`src/rtl/disp_scan_driver_pkg.sv`:
```
// Shared display types, 4-bit display-code map and active-low 7-segment glyphs.
// Segment bit order is {g,f,e,d,c,b,a}; a 0 lights the segment.
package disp_pkg;

    typedef logic [3:0] disp_code_t;
    typedef logic [6:0] seg_t;

    localparam disp_code_t CODE_ZERO  = 4'b0000;
    localparam disp_code_t CODE_ONE   = 4'b0001;
    localparam disp_code_t CODE_TWO   = 4'b0010;
    localparam disp_code_t CODE_THREE = 4'b0011;
    localparam disp_code_t CODE_FOUR  = 4'b0100;
    localparam disp_code_t CODE_FIVED = 4'b0101;
    localparam disp_code_t CODE_SIX   = 4'b0110;
    localparam disp_code_t CODE_LBRK  = 4'b0111;
    localparam disp_code_t CODE_RBRK  = 4'b1000;
    localparam disp_code_t CODE_FIVE  = 4'b1001;
    localparam disp_code_t CODE_NINE  = 4'b1010;
    localparam disp_code_t CODE_SEVEN = 4'b1011;
    localparam disp_code_t CODE_EIGHT = 4'b1100;
    localparam disp_code_t CODE_DASH  = 4'b1101;
    localparam disp_code_t CODE_BLANK = 4'b1110;

    localparam seg_t SEG_0     = 7'b1000000;
    localparam seg_t SEG_1     = 7'b1111001;
    localparam seg_t SEG_2     = 7'b0100100;
    localparam seg_t SEG_3     = 7'b0110000;
    localparam seg_t SEG_4     = 7'b0011001;
    localparam seg_t SEG_5     = 7'b0010010;
    localparam seg_t SEG_6     = 7'b0000010;
    localparam seg_t SEG_7     = 7'b1111000;
    localparam seg_t SEG_8     = 7'b0000000;
    localparam seg_t SEG_9     = 7'b0010000;
    localparam seg_t SEG_LBRK  = 7'b1000110;
    localparam seg_t SEG_RBRK  = 7'b1110000;
    localparam seg_t SEG_DASH  = 7'b0111111;
    localparam seg_t SEG_BLANK = 7'b1111111;

    localparam logic [3:0] AN_OFF = 4'b1111;

endpackage

```
`src/rtl/disp_scan_driver_if.sv`:
```
// Display-code bus between the upstream code muxes (master) and the scan driver (slave).
// The blink request only exists when DISP_BLINK_EN is defined.
interface disp_scan_driver_if;
    import disp_pkg::*;

    logic       en;
    disp_code_t code;
    logic [3:0] dp_mask;
    logic [1:0] sel;
    logic [3:0] an;
    seg_t       seg;
    logic       dp;
    logic       frame_tick;
`ifdef DISP_BLINK_EN
    logic       blink;
`endif

    modport master (
        output en, code, dp_mask,
`ifdef DISP_BLINK_EN
        output blink,
`endif
        input  sel, an, seg, dp, frame_tick
    );

    modport slave (
        input  en, code, dp_mask,
`ifdef DISP_BLINK_EN
        input  blink,
`endif
        output sel, an, seg, dp, frame_tick
    );

endinterface

```
`src/rtl/disp_scan_driver_seg_decoder.sv`:
```
// Combinational display-code to active-low segment decoder; codes 1110/1111 blank.
module seg_decoder
    import disp_pkg::*;
(
    input  disp_code_t code_i,
    output seg_t       seg_o
);

    always_comb begin
        seg_o = SEG_BLANK;
        case (code_i)
            CODE_ZERO:  seg_o = SEG_0;
            CODE_ONE:   seg_o = SEG_1;
            CODE_TWO:   seg_o = SEG_2;
            CODE_THREE: seg_o = SEG_3;
            CODE_FOUR:  seg_o = SEG_4;
            CODE_FIVED: seg_o = SEG_5;
            CODE_SIX:   seg_o = SEG_6;
            CODE_LBRK:  seg_o = SEG_LBRK;
            CODE_RBRK:  seg_o = SEG_RBRK;
            CODE_FIVE:  seg_o = SEG_5;
            CODE_NINE:  seg_o = SEG_9;
            CODE_SEVEN: seg_o = SEG_7;
            CODE_EIGHT: seg_o = SEG_8;
            CODE_DASH:  seg_o = SEG_DASH;
            default:    seg_o = SEG_BLANK;
        endcase
    end

endmodule

```
`src/rtl/disp_scan_driver.sv`:
```
// 4-digit time-multiplexed 7-segment scan driver with inter-digit anode blanking.
// Optional blink gating of the anodes when DISP_BLINK_EN is defined.
module disp_scan_driver
    import disp_pkg::*;
#(
    parameter int PRESCALE     = 50000,
    parameter int BLANK_CYCLES = 16,
    parameter int BLINK_FRAMES = 64
) (
    input  logic                clk,
    input  logic                reset,
    disp_scan_driver_if.slave   bus
);

    localparam int CW = (PRESCALE > 1) ? $clog2(PRESCALE) : 1;

    logic [CW-1:0] cnt_q, cnt_d;
    logic [1:0]    sel_q, sel_d;
    logic [3:0]    an_q, an_d;
    seg_t          seg_q, seg_d;
    logic          dp_q, dp_d;
    logic          slot_end;
    logic          frame_tick;
    logic          dark;

    seg_decoder u_dec (
        .code_i (bus.code),
        .seg_o  (seg_d)
    );

    assign slot_end   = (cnt_q == CW'(PRESCALE - 1));
    assign frame_tick = bus.en && slot_end && (sel_q == 2'd3);

`ifdef DISP_BLINK_EN
    localparam int BW = (BLINK_FRAMES > 1) ? $clog2(BLINK_FRAMES) : 1;

    logic [BW-1:0] bcnt_q, bcnt_d;
    logic          phase_on_q, phase_on_d;

    // Phase advances only on whole frames so a blink never cuts a scan short.
    always_comb begin
        bcnt_d     = bcnt_q;
        phase_on_d = phase_on_q;
        if (!bus.blink) begin
            bcnt_d     = '0;
            phase_on_d = 1'b1;
        end else if (frame_tick) begin
            if (bcnt_q == BW'(BLINK_FRAMES - 1)) begin
                bcnt_d     = '0;
                phase_on_d = ~phase_on_q;
            end else begin
                bcnt_d = bcnt_q + 1'b1;
            end
        end
    end

    always_ff @(posedge clk or posedge reset) begin
        if (reset) begin
            bcnt_q     <= '0;
            phase_on_q <= 1'b1;
        end else begin
            bcnt_q     <= bcnt_d;
            phase_on_q <= phase_on_d;
        end
    end

    assign dark = bus.blink && !phase_on_q;
`else
    assign dark = 1'b0;
`endif

    always_comb begin
        cnt_d = cnt_q;
        sel_d = sel_q;
        if (bus.en) begin
            if (slot_end) begin
                cnt_d = '0;
                sel_d = sel_q + 2'd1;
            end else begin
                cnt_d = cnt_q + 1'b1;
            end
        end
    end

    // Anodes stay off for the first BLANK_CYCLES of each slot so the previous
    // digit's segments never ghost onto the newly selected digit.
    always_comb begin
        an_d = AN_OFF;
        if (bus.en && !(cnt_q < CW'(BLANK_CYCLES)) && !dark)
            an_d = ~(4'b0001 << sel_q);
        dp_d = ~bus.dp_mask[sel_q];
    end

    always_ff @(posedge clk or posedge reset) begin
        if (reset) begin
            cnt_q <= '0;
            sel_q <= 2'd0;
            an_q  <= AN_OFF;
            seg_q <= SEG_BLANK;
            dp_q  <= 1'b1;
        end else begin
            cnt_q <= cnt_d;
            sel_q <= sel_d;
            an_q  <= an_d;
            seg_q <= seg_d;
            dp_q  <= dp_d;
        end
    end

    assign bus.sel        = sel_q;
    assign bus.an         = an_q;
    assign bus.seg        = seg_q;
    assign bus.dp         = dp_q;
    assign bus.frame_tick = frame_tick;

endmodule

```
`src/flat_wrapper.sv`:
```
// flat-port wrapper written by rule: the top's interface ports become plain ports
module disp_scan_driver_flat import disp_pkg::*;
#(
    parameter int PRESCALE     = 50000,
    parameter int BLANK_CYCLES = 16,
    parameter int BLINK_FRAMES = 64
)
  (clk, reset, bus_en, bus_code, bus_dp_mask, bus_sel, bus_an, bus_seg, bus_dp, bus_frame_tick);
  disp_scan_driver_if bus_i ();
  input  logic clk;
  input  logic reset;
  input wire logic [$bits(bus_i.en)-1:0] bus_en;
  input wire logic [$bits(bus_i.code)-1:0] bus_code;
  input wire logic [$bits(bus_i.dp_mask)-1:0] bus_dp_mask;
  output wire logic [$bits(bus_i.sel)-1:0] bus_sel;
  output wire logic [$bits(bus_i.an)-1:0] bus_an;
  output wire logic [$bits(bus_i.seg)-1:0] bus_seg;
  output wire logic [$bits(bus_i.dp)-1:0] bus_dp;
  output wire logic [$bits(bus_i.frame_tick)-1:0] bus_frame_tick;
  assign bus_i.en = bus_en;
  assign bus_i.code = bus_code;
  assign bus_i.dp_mask = bus_dp_mask;
  assign bus_sel = bus_i.sel;
  assign bus_an = bus_i.an;
  assign bus_seg = bus_i.seg;
  assign bus_dp = bus_i.dp;
  assign bus_frame_tick = bus_i.frame_tick;
  disp_scan_driver #(.PRESCALE(PRESCALE), .BLANK_CYCLES(BLANK_CYCLES), .BLINK_FRAMES(BLINK_FRAMES)) u_core (.clk(clk), .reset(reset), .bus(bus_i));
endmodule
```
`config.mk`:
```
export PLATFORM = sky130hd
export DESIGN_NAME = disp_scan_driver_flat
export DESIGN_NICKNAME = d
export VERILOG_FILES = /design/src/rtl/disp_scan_driver_pkg.sv /design/src/rtl/disp_scan_driver_if.sv /design/src/rtl/disp_scan_driver_seg_decoder.sv /design/src/rtl/disp_scan_driver.sv /design/src/flat_wrapper.sv
export SDC_FILE = /design/constraint.sdc
export NUM_CORES = 1
export LEC_CHECK = 0
export CORE_MARGIN = 4
export CORE_UTILIZATION = 56
export DETAILED_ROUTE_END_ITERATION = 8
export MAX_ROUTING_LAYER = met4
export PLACE_DENSITY = 0.93
export SLEW_MARGIN = 20
export SYNTH_ARGS = -nofsm -noshare
export SYNTH_HDL_FRONTEND = slang
export SYNTH_SLANG_ARGS = --single-unit
```
`constraint.sdc`:
```
create_clock -name clk -period 3.39 [get_ports clk]
set_input_delay 0.5085 -clock clk [delete_from_list [all_inputs] [get_ports clk]]
set_output_delay 0.5085 -clock clk [all_outputs]
set_load 0.05 [all_outputs]
```
==> out/qor.txt <==
STA
---------------------------------------------------------------------------------
Final worst path period need                                              2.72 ns
Maximum frequency from static timing analysis                           0.368 GHz
Worst slew pin tran                                                      0.575 ns
Worst Hold Slack                                                         0.528 ns
Worst relative slew slack                                                   61.6%
Clock skew                                                             0.00631 ns
Endpoints failing hold                                                          0
Final setup violation count                                                     0
Setup repair after global routing missed its margin                         false
Final Max Tran Viols                                                            0
Final critical-path share of the clock period                               80.2%
Setup total negative slack                                                   0 ns
Worst Setup Slack, final                                                 0.670 ns

CLOCK TREE
---------------------------------------------------------------------------------
Total setup buffers inserted after CTS                                          0
Clock insertion delay at the later pin of the skew report                 0.32 ns
TritonCTS sink count                                                           30
Depth of the CTS H-tree                                                         2
Clock slew seen by the registers of the worst setup and hold paths        0.08 ns
Cts bufs inserted                                                               5
Maximum root-to-sink buffer count                                               2
Number of hold-repair buffers added at the cts stage                            0
Clock tree from TritonCTS                                                    done
Post-cts gate resize count                                                      0
Clock root buffer master                                             sky130_fd_sc_hd__clkbuf_4

CRITICAL PATH
---------------------------------------------------------------------------------
Critical path capture point type                                     primary output
Req. time, crit path                                                      2.88 ns
Worst r2r src                                                        u_core.cnt_q[12]$_DFFE_PP0P_
Biggest fanout along the worst timing path                                      9
Largest stage delay on the critical path                                  0.65 ns
Cell Chain, Critical Path                                            clkdlybuf4s50_1 -> nand4_2 -> nor2_2 -> and2_1 -> buf_4
Cell type of the slowest stage on the worst timing path              sky130_fd_sc_hd__clkdlybuf4s50_1
Worst Path Class, Setup                                                 in -> out
Worst setup SP type                                                     input pin
Data arrival at the endpoint of the critical path                         2.21 ns
Launch point of the worst path                                             bus_en

ROUTE
---------------------------------------------------------------------------------
Pre-Repair DR Iteration Count                                                   4
Post-route DRC                                                                  0
Vias after detailed routing                                                  1149
Sum of routed wire length over all layers                                 2790 µm
Drt initial violations                                                         59
Wirelength per Cell                                                       13.4 µm
Per-cell via count in the routed design                                      5.52
Antenna viol nets, final                                                        0

GLOBAL ROUTING
---------------------------------------------------------------------------------
Total global routing overflow                                                   0
Global-route wire length before repair                                    4920 µm
Overall track demand over capacity in global routing                        19.1%
Pin count of the biggest net entering global routing                           31
Number of antenna violations at the first check in global routing               0
Number of global-route vias before repair                                    1185

POWER
---------------------------------------------------------------------------------
Clock network power share                                                   21.8%
Static leakage power                                                     0.803 nW
Share of total power in sequential cells                                    54.3%
Combinational group share of total power                                    23.9%
Switching pwr                                                            0.279 mW
Internal power component                                                 0.570 mW
Maximum vdd ir drop                                                      0.356 mV
Cell area power density                                                456 nW/µm²
Power consumption                                                        0.849 mW
Fraction of power spent switching nets                                      32.9%

YOSYS
---------------------------------------------------------------------------------
Post-synth EDFFs                                                                0
Post-synthesis cell area                                                 1550 µm²
Register bit total from synthesis                                              30
Library cells used by synthesis                                                37
Seq/Total Area, Yosys                                                       49.4%
Flip-flop cell with the highest count after synthesis                sky130_fd_sc_hd__dfrtp_1
Synthesized area per cell                                                10.3 µm²
Post-synthesis instance total                                                 150
Post-synth net total                                                          171
Number of warnings reported in the yosys synthesis log                          0
Ys async rst share                                                           100%

FINISH
---------------------------------------------------------------------------------
Most used cells in the layout excluding fill and tap cells           sky130_fd_sc_hd__clkdlybuf4s50_1 (24), sky130_fd_sc_hd__nand2_1 (18), sky130_fd_sc_hd__dfrtp_1 (18)
Count of filler cells inserted in the layout                                  180
Most common library cell in the layout ignoring fill and taps        sky130_fd_sc_hd__clkdlybuf4s50_1
Antenna Cells                                                                   0
Area growth from synthesis to layout                                        20.0%
# nets final                                                                  199
Area of combinational cells with multiple inputs                          726 µm²
Layout cells sized above 1                                                  15.2%
Sequential cell area in the final layout                                  766 µm²

DIE
---------------------------------------------------------------------------------
Number of I/O pins                                                             26
Starting Density                                                            60.3%
DIE AREA                                                                 3670 µm²
Core Footprint                                                           2570 µm²
Num rows                                                                       18
Die Y                                                                     60.6 µm
Horizontal die dimension                                                  60.6 µm

PLACED DESIGN
---------------------------------------------------------------------------------
Count of buffers inserted at the top-level ports                               25
Placer congestion estimate                                                  0.822
DP HPWL                                                                   2130 µm
Post-placement setup slack                                               0.673 ns

OUTCOME
---------------------------------------------------------------------------------
Outcome                                                              finished clean

FLOW RUN
---------------------------------------------------------------------------------
Max-cap violations                                                              0

HOLD PATH
---------------------------------------------------------------------------------
Worst hold path class                                                  reg -> reg
Hold_sp                                                              u_core.cnt_q[10]$_DFFE_PP0P_

routing by layer:
layer | up-vias | wire [µm] | GRT usage (%)
met2 | 29 | 1480 | 32.4
met5 | - | 0 | -
li1 | 565 | - | -
met1 | 550 | 1120 | 18.8
met3 | 5 | 140 | 8.09
met4 | 0 | 53 | 8.98
sequential cells by signal (all words and copies together), names as in the netlist:
| signal | cells |
|---|---|
| u_core.bus.dp | 1 |
| u_core.bus.an | 4 |
| u_core.bus.seg | 7 |
| u_core.cnt_q | 16 |
| u_core.bus.sel | 2 |
path summary, 6_finish.rpt:
| kind | endpoint | slack [ns] | cells past startpoint |
|---|---|---|---|
| min reg2reg | u_core.cnt_q[10]$_DFFE_PP0P_ | 0.53 | 1 |
| min | u_core.cnt_q[10]$_DFFE_PP0P_ | 0.53 | 1 |
| max in group asynchronous | u_core.cnt_q[11]$_DFFE_PP0P_ | 2.43 | 2 |
| max | bus_frame_tick | 0.67 | 5 |
| max reg2reg | u_core.bus.sel[1]$_DFFE_PP0P_ | 1.47 | 4 |
| min in group asynchronous | u_core.bus.sel[1]$_DFFE_PP0P_ | 0.57 | 2 |
cell families (layout without fill, tap and decap cells):
group,Yosys count,in the layout,share of synthesized area (%)
adder cells (fa/ha/maj),10,10,8.08
AO/OA/AOI/OAI,19,19,7.59
buffers and inverters,14,42,3.72
multiplexers,3,3,3.07
XOR/XNOR,14,14,7.92
AND/OR/NAND/NOR,60,60,20.2
flip-flops,30,30,49.4
cells in the mapped netlist (2+ instances only):
| library cell | n | area (µm²) |
|---|---|---|
| sky130_fd_sc_hd__nand3_2 | 2 | 20.0 |
| sky130_fd_sc_hd__nor2_1 | 13 | 48.8 |
| sky130_fd_sc_hd__nand3_1 | 3 | 15.0 |
| sky130_fd_sc_hd__dfstp_2 | 12 | 315 |
| sky130_fd_sc_hd__nor4_1 | 3 | 18.8 |
| sky130_fd_sc_hd__a21oi_1 | 8 | 40.0 |
| sky130_fd_sc_hd__o31a_1 | 2 | 17.5 |
| sky130_fd_sc_hd__clkbuf_1 | 2 | 7.51 |
| sky130_fd_sc_hd__xnor2_1 | 10 | 87.6 |
| sky130_fd_sc_hd__nand2_1 | 18 | 67.6 |
| sky130_fd_sc_hd__dfrtp_1 | 18 | 450 |
| sky130_fd_sc_hd__inv_1 | 10 | 37.5 |
| sky130_fd_sc_hd__nand4_1 | 4 | 25.0 |
| sky130_fd_sc_hd__xor2_1 | 4 | 35.0 |
| sky130_fd_sc_hd__ha_1 | 10 | 125 |
| sky130_fd_sc_hd__o21ai_0 | 4 | 20.0 |
| sky130_fd_sc_hd__nor2b_1 | 3 | 18.8 |
| sky130_fd_sc_hd__nor3_1 | 5 | 25.0 |
final cells by class:
class | count | share of cell area, %
clock buffers | 7 | 2.42
inverters | 10 | 2.02
multi-input cells | 106 | 39.0
flip-flops and latches | 30 | 41.2
well taps | 30 | 2.02
repair buffers | 25 | 13.3
stage by stage:
step / cells / cell area, µm² / util (%)
finish: 208 / 1860 / 72.4
global route: 208 / 1860 / 72.4
CTS: 208 / 1860 / 72.4
detailed placement: 201 / 1810 / 70.7
global placement: 201 / 1810 / 70.7
floorplan: 150 / 1550 / -
power groups by stage:
stage | Clock (mW) | Sequential (mW) | Combinational, mW
after global routing | 0.216 | 0.468 | 0.224
after global placement | 0 | 0.465 | 0.197
after detailed placement | 0 | 0.468 | 0.204
final | 0.185 | 0.461 | 0.203
after CTS | 0.193 | 0.462 | 0.205
after floorplan | 0 | 0.508 | 0.0965
worst max-delay path, delay by kind of cell:
kind	cells	cell delay (ns)
buf+inv	2	0.84
simple gates	3	0.85
Power figures use the tool's default switching activity.
